## src/rtl/mux_pipe_reg.sv

```systemverilog
// Registered N-way operand select followed by a DEPTH-stage valid-tracked pipeline
// with stall, flush, and sticky/saturating out-of-range select reporting.
module mux_pipe_reg #(
    parameter int unsigned WIDTH  = 32,
    parameter int unsigned NUM_IN = 3,
    parameter int unsigned SEL_W  = 2,
    parameter int unsigned DEPTH  = 1
) (
    input  logic                    clk,
    input  logic                    rst,
    input  logic [NUM_IN*WIDTH-1:0] data_in,
    input  logic [SEL_W-1:0]        sel,
    input  logic                    in_valid,
    input  logic                    stall,
    input  logic                    flush,
    output logic [WIDTH-1:0]        data_out,
    output logic                    out_valid,
    output logic                    sel_err,
    output logic [7:0]              err_count
);

    localparam int unsigned CNT_W   = 8;
    localparam logic [CNT_W-1:0] CNT_MAX = '1;

    logic [WIDTH-1:0] stage_data [DEPTH];
    logic [DEPTH-1:0] stage_valid;

    logic [WIDTH-1:0] mux_data;
    logic             sel_in_range;
    logic             cap_valid;
    logic             err_event;

    // Source select; an out-of-range index yields zero data.
    always_comb begin
        mux_data     = '0;
        sel_in_range = (32'(sel) < NUM_IN);
        for (int unsigned k = 0; k < NUM_IN; k++) begin
            if (32'(sel) == k) begin
                mux_data = data_in[k*WIDTH +: WIDTH];
            end
        end
    end

    assign cap_valid = in_valid && sel_in_range;
    // A flushed input is still checked; a stalled one is not sampled at all.
    assign err_event = in_valid && !sel_in_range && (flush || !stall);

    always_ff @(posedge clk) begin
        if (rst) begin
            for (int unsigned i = 0; i < DEPTH; i++) begin
                stage_data[i] <= '0;
            end
            stage_valid <= '0;
            sel_err     <= 1'b0;
            err_count   <= '0;
        end else begin
            if (err_event) begin
                sel_err <= 1'b1;
                if (err_count != CNT_MAX) begin
                    err_count <= err_count + CNT_W'(1);
                end
            end

            if (flush) begin
                for (int unsigned i = 0; i < DEPTH; i++) begin
                    stage_data[i] <= '0;
                end
                stage_valid <= '0;
            end else if (!stall) begin
                stage_data[0]  <= mux_data;
                stage_valid[0] <= cap_valid;
                for (int unsigned i = 1; i < DEPTH; i++) begin
                    stage_data[i]  <= stage_data[i-1];
                    stage_valid[i] <= stage_valid[i-1];
                end
            end
        end
    end

    assign data_out  = stage_data[DEPTH-1];
    assign out_valid = stage_valid[DEPTH-1];

endmodule

```

## config.mk

```make
export PLATFORM = sky130hd
export DESIGN_NAME = mux_pipe_reg
export DESIGN_NICKNAME = d
export VERILOG_FILES = /design/src/rtl/mux_pipe_reg.sv
export SDC_FILE = /design/constraint.sdc
export NUM_CORES = 1
export LEC_CHECK = 0
export BUFFER_PORTS_ARGS = -buffer_cell sky130_fd_sc_hd__buf_2
export CORE_ASPECT_RATIO = 2
export CORE_MARGIN = 2
export CORE_UTILIZATION = 43
export CTS_CLUSTER_SIZE = 20
export DETAILED_ROUTE_END_ITERATION = 12
export PLACE_DENSITY = 0.8
export SLEW_MARGIN = 10
export SYNTH_ARGS = -nofsm -noshare
export SYNTH_HDL_FRONTEND = slang
export SYNTH_SLANG_ARGS = --single-unit
```

## constraint.sdc

```tcl
create_clock -name clk -period 2.2 [get_ports clk]
set_input_delay 0.44 -clock clk [delete_from_list [all_inputs] [get_ports clk]]
set_output_delay 0.44 -clock clk [all_outputs]
set_load 0.1 [all_outputs]
```

==> run_results.csv, run 1 <==
group,metric,value,unit
status,status,"finished clean",
timing,final_hold_viol_count,0,
clock_tree,clockBufferDepth,2,
timing,slew_violations,0,
clock_tree,clk_pin_slew,0.08,ns
global_route,antenna_found_initial,0,
synthesis,synth_top_area_cell,"edfxtp_1",
floorplanning,die_h,107,um
clock_tree,post_cts_buffers,0,
timing,max_freq,0.584,GHz
clock_tree,h-tree-depth,2,
route,vias,2189,
floorplanning,rows,37,
timing,rsz0062_at_grt,"false",
pwr,p_leak,1.55,nW
route,wl_per_cell,12.8,um
pwr,p_sw,0.668,mW
synthesis,synth_top_cell_area_share,0.425,
synthesis,synth_ff_type,"edfxtp_1",
timing,skew,0.000509,ns
synthesis,yosysSeqAreaShare,0.513,
pwr,power,1.92,mW
route,drc,0,
cells_and_area,fillCellCount,479,
synthesis,synth_commonest_cells,"nor2_1 (69), a21oi_1 (40), edfxtp_1 (32), mux2i_1 (32), clkbuf_1 (12)",
timing,min_period_over_period,0.778,
worst_setup_path,cp-end-kind,"register",
clock_tree,insertion_delay,0.28,ns
worst_setup_path,start_kind,"primary input",
cells_and_area,final_area,3110,um^2
synthesis,ys_types,29,
cells_and_area,final-seq-area,1160,um^2
pwr,p_sw_frac,0.348,
global_route,grt_pass1_wl,9230,um
placed_design,io_buffers,144,
cells_and_area,multi_input_area,1020,um^2
timing,tightest_slew,1.17,ns
timing,fin_crit,1.71,ns
clock_tree,cts_tree,"done",
floorplanning,io-pin-count,145,
cells_and_area,drive_gt1_frac,0.421,
worst_setup_path,cp.arrival,1.85,ns
pwr,p_comb_frac,0.298,
synthesis,syn_nets,343,
global_route,overflow,0,
route,viasPerCell,5.00,
route,drt-total-wl,5630,um
worst_setup_path,worstSetupPathType,"primary input to register",
floorplanning,dieArea,5890,um^2
cells_and_area,nNetsFinal,483,
route,drt_iter0_drc,64,
placed_design,hpwl,4620,um
min_path,hold_depth,2,
timing,worst_slack,0.489,ns
placed_design,place_area,3030,um^2
synthesis,synthTopCellsByArea,"edfxtp_1 (42%), mux2i_1 (14%), nor2_1 (11%)",
synthesis,syn_avg_cell_area,9.47,um^2
clock_tree,numCtsBuffers,5,
clock_tree,cts_resized,0,
synthesis,ys_warn_count,0,
route,postRouteAntennaNets,0,
cells_and_area,antenna_cells,0,
pwr,peakVddDrop,475,uV
timing,relSlewSlack,0.219,
clock_tree,clock-sinks,42,
worst_setup_path,cp.required,2.34,ns
placed_design,pre_cts_ws,0.189,ns
global_route,grt_max_degree,33,
flow_run,max_cap_viol_count,0,
min_path,hold_path_class,"primary input to register",
worst_setup_path,cp_max_fo,32,
synthesis,synth_edf_count,32,
synthesis,ys_async_sr_fraction,0,
placed_design,routabilityCongestion,0.872,
floorplanning,start_util,0.444,
pwr,seq_power_share,0.468,
floorplanning,die_x,55.3,um
clock_tree,ctsHoldBuffers,0,
timing,tns,0,ns
synthesis,syn_inst,239,
global_route,grt_pass1_vias,2135,
floorplanning,core,5090,um^2
global_route,grt_usage,0.191,
pwr,intPower,1.25,mW
clock_tree,root_buffer,"clkbuf_8",
pwr,clock_power_share,0.235,
route,first_pass_iters,4,
worst_setup_path,reg2regPathDepth,5,
synthesis,ys_ff_latch,42,
synthesis,netlist_area,2260,um^2
synthesis,synth_most_common_cell,"nor2_1",
cells_and_area,areaGrowthSynthToFinish,37.5,%
timing,final-setup-viol-count,0,
pwr,power_density,618,nW/um^2
==> cell families (layout without fill, tap and decap cells) <==
kind of cell	after synthesis	count (layout)	share of synthesized area
buffers and inverters	20	161	0.0370
AND/OR/NAND/NOR	96	96	0.189
adder cells (fa/ha/maj)	1	1	0.00553
AO/OA/AOI/OAI	48	48	0.114
multiplexers	32	32	0.142
flip-flops	42	42	0.513
==> layer usage <==
metal  part of all wire  track usage
met4              0.022       0.0679
met1               0.36        0.194
met3              0.055       0.0217
met5                  0            0
met2               0.56        0.384
==> final timing paths <==
path / from / endpoint / slack (ns)
hold / removal: flush / out_valid / 0.37
setup / recovery: sel[0] / stage_data[0][24] / 0.49
setup reg to reg: err_count[0] / err_count[5] / 0.73
hold reg to reg: out_valid / out_valid / 0.53
==> layout make-up <==
cell class,count,share of cell area
tap,58,0.0233
clock buffer,5,0.0221
timing repair buffer,150,0.246
clock inverter,3,0.00362
sequential,42,0.373
multi-input combinational,177,0.328
inverter,3,0.00362
==> critical path: stages <==
cell and delay [ns]:
buf_2 0.16, nor2b_2 0.91, a21oi_1 0.19, nor2_1 0.14
==> state kept, by name, summed over array words and instances, names as in the netlist <==
name and count:
err_count 8, out_valid 1, sel_err 1, stage_data 32
==> per-stage QoR <==
step	hold slack, ns	cells	utilization
global placement	0.485	430	0.595
CTS	0.363	438	0.611
floorplan	0.519	239	-
detailed placement	0.496	430	0.595
global route	0.374	438	0.611
finish	0.371	438	0.611
==> power groups by stage <==
stage	Clock [mW]	Sequential [mW]	Combinational, mW
after CTS	0.457	0.900	0.575
after detailed placement	0	0.917	0.575
after floorplan	0	1.20	0.139
after global routing	0.485	0.902	0.607
after global placement	0	0.916	0.569
final	0.451	0.899	0.572
==> layout by cell type, fill, tap and decap left out, drive strengths merged <==
master  instances
nand2b          1
nand4           2
nor3            4
clkbuf          5
edfxtp         32
inv             3
o31ai           2
dfxtp          10
mux2i          32
nor2b           2
or3b            1
or4             1
or3             4
nor2           70
nor4            2
nand3           3
a311oi          1
o21ai           2
o31a            1
nand2           4
a21oi          40
buf           150
clkinv          3
ha              1
a211oi          2
and3            1
and3b           1
Power figures use the tool's default switching activity.
==> inputs of run 2 (changes only) <==
--- a/config.mk
+++ b/config.mk
@@ -5,13 +5,14 @@
 export SDC_FILE = /design/constraint.sdc
 export NUM_CORES = 1
 export LEC_CHECK = 0
+export ABC_AREA = 1
 export BUFFER_PORTS_ARGS = -buffer_cell sky130_fd_sc_hd__buf_2
 export CORE_ASPECT_RATIO = 2
 export CORE_MARGIN = 2
 export CORE_UTILIZATION = 43
 export CTS_CLUSTER_SIZE = 20
 export DETAILED_ROUTE_END_ITERATION = 12
-export PLACE_DENSITY = 0.8
+export PLACE_DENSITY = 0.79
 export SLEW_MARGIN = 10
 export SYNTH_ARGS = -nofsm -noshare
 export SYNTH_HDL_FRONTEND = slang
==> constraint.sdc (replaced) <==
create_clock -name clk -period 1.8 [get_ports clk]
set_input_delay 0.36 -clock clk [delete_from_list [all_inputs] [get_ports clk]]
set_output_delay 0.36 -clock clk [all_outputs]
set_load 0.1 [all_outputs]
==> run 2 against run 1 <==
Compared with the run above: global-route usage up 1.1 points; first-iteration DRC count rose to 2.6 times the previous value; synthesized area increased by 3.5%; critical endpoint is now err_count[4]; highest routed layer unchanged.
==> run_results.csv, run 2 <==
group,metric,value,unit
status,status,"finished clean",
synthesis,ys_warn_count,0,
synthesis,synth_ff_type,"edfxtp_1",
floorplanning,start_util,0.440,
worst_setup_path,worstSetupPathType,"register to output port",
global_route,antenna_found_initial,0,
timing,min_period_over_period,0.838,
synthesis,syn_nets,433,
synthesis,synth_top_cell_area_share,0.410,
timing,tns,0,ns
route,vias,2561,
pwr,peakVddDrop,483,uV
placed_design,place_area,3150,um^2
route,postRouteAntennaNets,0,
pwr,power,2.40,mW
placed_design,routabilityCongestion,0.821,
worst_setup_path,critPathSlowestCell,"buf_2",
route,wl_per_cell,11.2,um
timing,final_hold_viol_count,0,
timing,slew_violations,0,
worst_setup_path,r2r_slack,0.35,ns
worst_setup_path,cp.required,1.44,ns
cells_and_area,drive_gt1_frac,0.351,
global_route,grt_pass1_vias,2290,
synthesis,ys_async_sr_fraction,0,
route,drt_iter0_drc,166,
clock_tree,insertion_delay,0.28,ns
floorplanning,io-pin-count,145,
clock_tree,root_buffer,"clkbuf_8",
worst_setup_path,start_kind,"register",
pwr,p_leak,1.95,nW
clock_tree,numCtsBuffers,5,
synthesis,netlist_area,2340,um^2
cells_and_area,top_register,"stage_data",
min_path,hold_path_class,"primary input to register",
placed_design,placedCellCount,530,
timing,max_freq,0.663,GHz
clock_tree,ctsHoldBuffers,0,
worst_setup_path,slowest_delay,0.46,ns
cells_and_area,final_cells,538,
synthesis,synth_commonest_cells,"nand2_1 (148), inv_1 (48), nand3_1 (42)",
route,drt-total-wl,6040,um
cells_and_area,utilization,0.611,
cells_and_area,antenna_cells,0,
worst_setup_path,critPathTopFamily,"buffers and inverters",
synthesis,synth_most_common_cell,"nand2_1",
placed_design,io_buffers,144,
cells_and_area,final_cell_mix,"nand2_1 (148), buf_2 (144), inv_1 (48), nand3_1 (42), edfxtp_1 (32)",
floorplanning,die_x,56.2,um
timing,skew,0.00152,ns
clock_tree,clock-sinks,42,
floorplanning,rows,38,
floorplanning,dieArea,6090,um^2
worst_setup_path,crit_chain,"buf_2",
route,first_pass_iters,4,
synthesis,syn_avg_cell_area,7.12,um^2
timing,tightest_slew,0.613,ns
clock_tree,cts_tree,"done",
floorplanning,die_h,108,um
timing,relSlewSlack,0.590,
synthesis,synth_edf_count,32,
cells_and_area,largest_reg_flops,32,
synthesis,synthTopCellsByArea,"edfxtp_1 (41%), nand2_1 (24%), nand3_1 (9.0%)",
route,drc,0,
worst_setup_path,cp_max_fo,5,
synthesis,syn_inst,329,
global_route,overflow,0,
flow_run,max_cap_viol_count,0,
synthesis,yosysSeqAreaShare,0.495,
worst_setup_path,cp.arrival,1.15,ns
worst_setup_path,crit_buf_inv,1,
clock_tree,clk_pin_slew,0.08,ns
synthesis,synth_top_area_cell,"edfxtp_1",
cells_and_area,final_area,3250,um^2
placed_design,hpwl,4820,um
cells_and_area,mostFrequentLayoutCell,"nand2_1",
global_route,grt_usage,0.201,
route,viasPerCell,4.76,
global_route,grt_pass1_wl,9640,um
timing,fin_crit,1.51,ns
synthesis,ys_types,15,
timing,rsz0062_at_grt,"false",
floorplanning,core,5330,um^2
clock_tree,clockBufferDepth,2,
synthesis,ys_ff_latch,42,
cells_and_area,areaGrowthSynthToFinish,38.9,%
cells_and_area,largestRegisters,"stage_data (32), err_count (8)",
worst_setup_path,cp-end-kind,"output port",
pwr,power_density,737,nW/um^2
timing,final-setup-viol-count,0,
cells_and_area,nNetsFinal,581,
global_route,grt_max_degree,33,
clock_tree,h-tree-depth,2,
## run 2: layer usage
layer  up-vias  track usage  routed length (um)
met5         -            0                   0
met4         0       0.0986                 139
met3        11       0.0634                 734
met2       150        0.343                2860
met1      1091        0.225                2310
li1       1309            -                   -
## run 2: stage by stage
stage / hold slack [ns] / setup WS [ns]
6_report: 0.285 / 0.292
3_5_place_dp: 0.464 / -0.188
5_1_grt: 0.295 / 0.208
3_3_place_gp: 0.452 / -0.135
4_1_cts: 0.281 / 0.107
2_1_floorplan: 0.422 / 0.0236
## run 2: layout make-up
type	instances	area, um^2
clock buffers	8	90.1
inverters	48	180
multi-input cells	226	947
flip-flops and latches	42	1170
well taps	60	75.1
fillers	538	2070
repair buffers	154	796
## run 2: final timing paths
check                 endpoint  depth (start not counted)          from
setup reg to reg  err_count[1]                          8  err_count[0]
hold / removal    err_count[2]                          2           rst
setup / recovery  err_count[4]                          1  err_count[4]
hold reg to reg        sel_err                          2       sel_err
## run 2: logic make-up after synthesis
kind of cell    count (synthesis)  synth area share
simple gates                  217             0.374
buf+inv                        61             0.106
flops                          42             0.495
compound gates                  7            0.0155
xor+xnor                        1           0.00374
fa+ha+maj                       1           0.00534
## run 2: repair_timing
action | CTS | global route
resized for setup | 0 | 2
setup buffers | 0 | 0
setup endpoints to repair | 0 | 7
## run 2: power breakdown
part	total, mW	internal [mW]	switching [mW]
Combinational	0.688	0.170	0.518
Sequential	1.10	1.09	0.0131
Clock	0.610	0.313	0.298
Total	2.40	1.57	0.829
==> inputs of run 3 (changes only) <==
==> constraint.sdc (replaced) <==
create_clock -name clk -period 1.5 [get_ports clk]
set_input_delay 0.3 -clock clk [delete_from_list [all_inputs] [get_ports clk]]
set_output_delay 0.3 -clock clk [all_outputs]
set_load 0.1 [all_outputs]
==> run 3 against run 2 <==
Compared with the run above: first-iteration DRC count is 43% lower; design area did not move; sequential share of layout area rose by 0.38 points; clock-buffer cell count is the same; sequential cell count unchanged; routed wire length shrank 1.2%; final cell count down 0.37%; critical path type unchanged; largest power group unchanged; power rose by 18%.
==> run_results.csv, run 3 (synthesis gave the netlist of run 2 again) <==
group,metric,value,unit
route,vias,2500,
timing,max_freq,0.713,GHz
worst_setup_path,critPathTopFamily,"buffers and inverters",
clock_tree,root_buffer,"clkbuf_8",
worst_setup_path,crit_buf_inv,1,
worst_setup_path,start_kind,"register",
timing,worst_slack,0.0975,ns
worst_setup_path,cp.required,1.20,ns
placed_design,io_buffers,144,
timing,min_period_over_period,0.935,
clock_tree,cts_tree,"done",
route,drt_iter0_drc,95,
timing,hold_ws,0.206,ns
global_route,grt_pass1_vias,2269,
placed_design,hpwl,4810,um
worst_setup_path,cp.arrival,1.10,ns
pwr,p_comb_frac,0.291,
route,first_pass_iters,4,
clock_tree,clk_pin_slew,0.07,ns
timing,final-setup-viol-count,0,
floorplanning,start_util,0.440,
timing,slew_violations,0,
min_path,hold_depth,2,
worst_setup_path,worst-path-stages,1,
route,drc,0,
cells_and_area,drive_gt1_frac,0.357,
floorplanning,dieArea,6090,um^2
worst_setup_path,crit_chain,"buf_2",
floorplanning,die_x,56.2,um
timing,tightest_slew,0.719,ns
route,wl_per_cell,11.1,um
pwr,clock_power_share,0.245,
cells_and_area,largestRegisters,"stage_data (32), err_count (8)",
worst_setup_path,cp_max_fo,5,
worst_setup_path,worstSetupPathType,"register to output port",
timing,final_hold_viol_count,0,
pwr,power_density,871,nW/um^2
route,drt-total-wl,5960,um
cells_and_area,antenna_cells,0,
clock_tree,numCtsBuffers,5,
cells_and_area,largest_reg_flops,32,
global_route,grt_usage,0.205,
timing,relSlewSlack,0.520,
worst_setup_path,reg2regPathDepth,8,
pwr,peakVddDrop,689,uV
route,viasPerCell,4.66,
floorplanning,core,5330,um^2
global_route,grt_max_degree,33,
global_route,grt_pass1_wl,9860,um
timing,rsz0062_at_grt,"false",
status,status,"finished clean",
route,postRouteAntennaNets,0,
cells_and_area,areaGrowthSynthToFinish,38.9,%
global_route,antenna_found_initial,0,
placed_design,pre_cts_ws,-0.479,ns
clock_tree,clock-sinks,42,
pwr,p_leak,1.94,nW
worst_setup_path,critPathSlowestCell,"buf_2",
worst_setup_path,slowest_delay,0.43,ns
clock_tree,insertion_delay,0.29,ns
placed_design,placedCellCount,528,
global_route,overflow,0,
placed_design,routabilityCongestion,0.812,
clock_tree,h-tree-depth,2,
pwr,p_sw,1.00,mW
pwr,p_sw_frac,0.354,
timing,skew,0.000751,ns
cells_and_area,top_register,"stage_data",
cells_and_area,mostFrequentLayoutCell,"nand2_1",
pwr,intPower,1.83,mW
cells_and_area,final_cells,536,
flow_run,max_cap_viol_count,0,
worst_setup_path,cp-end-kind,"output port",
floorplanning,io-pin-count,145,
cells_and_area,nNetsFinal,579,
clock_tree,clockBufferDepth,2,
timing,fin_crit,1.40,ns
floorplanning,die_h,108,um
min_path,hold_path_class,"primary input to register",
pwr,seq_power_share,0.464,
floorplanning,rows,38,
cells_and_area,final_cell_mix,"nand2_1 (148), buf_2 (144), inv_1 (48), nand3_1 (42), edfxtp_1 (32)",
## run 3: through the flow
step           instance area [um^2]   util  power [mW]  TNS [ns]
4_1_cts                        3250  0.611        2.87         0
5_1_grt                        3250  0.611        2.97         0
6_report                       3250  0.611        2.84         0
3_5_place_dp                   3160  0.594        2.17    -12.49
3_3_place_gp                   3160  0.594        2.16    -11.29
2_1_floorplan                  2370      -        1.94         0
## run 3: area by class of cell
cell class                      count  area, um^2
Fill cell                         517        2070
Sequential cell                    42        1180
Multi-Input combinational cell    226         960
Timing Repair Buffer              152         781
Inverter                           48         180
Clock buffer                        8        80.1
Tap cell                           60        75.1
## run 3: per-layer routing
layer,track usage,vias to the layer above,routed length (um)
li1,-,1308,-
met1,0.226,1050,2280
met2,0.356,134,2890
met3,0.0754,8,668
met4,0.0782,0,124
met5,0,-,0
## run 3: worst register-to-register path: cells and delay by family (launching register included)
| kind | cells | cell delay (ns) |
|---|---|---|
| adders and majority gates | 1 | 0.16 |
| buffers and inverters | 2 | 0.12 |
| DFF | 1 | 0.38 |
| and+or+nand+nor | 5 | 0.59 |
## run 3: power by group through the flow
stage               clock network [mW]  logic (mW)  registers (mW)
detailed placement                   0       0.823            1.34
global route                     0.766       0.879            1.32
floorplan                            0       0.165            1.77
global placement                     0       0.820            1.34
finish                           0.695       0.824            1.32
CTS                              0.722       0.828            1.32
## run 3: path summary, 6_finish.rpt
path	start	to	slack [ns]
setup / recovery	err_count[0]	err_count[0]	0.1
hold / removal	rst	err_count[2]	0.21
setup reg to reg	err_count[0]	err_count[0]	0.15
hold reg to reg	sel_err	sel_err	0.47
## run 3: repair_timing
action | 4_1_cts | 5_1_grt
endpoints found under the setup margin | 32 | 0
hold buffers | 0 | 0
gates resized for setup | 2 | 0
setup buffers | 0 | 0
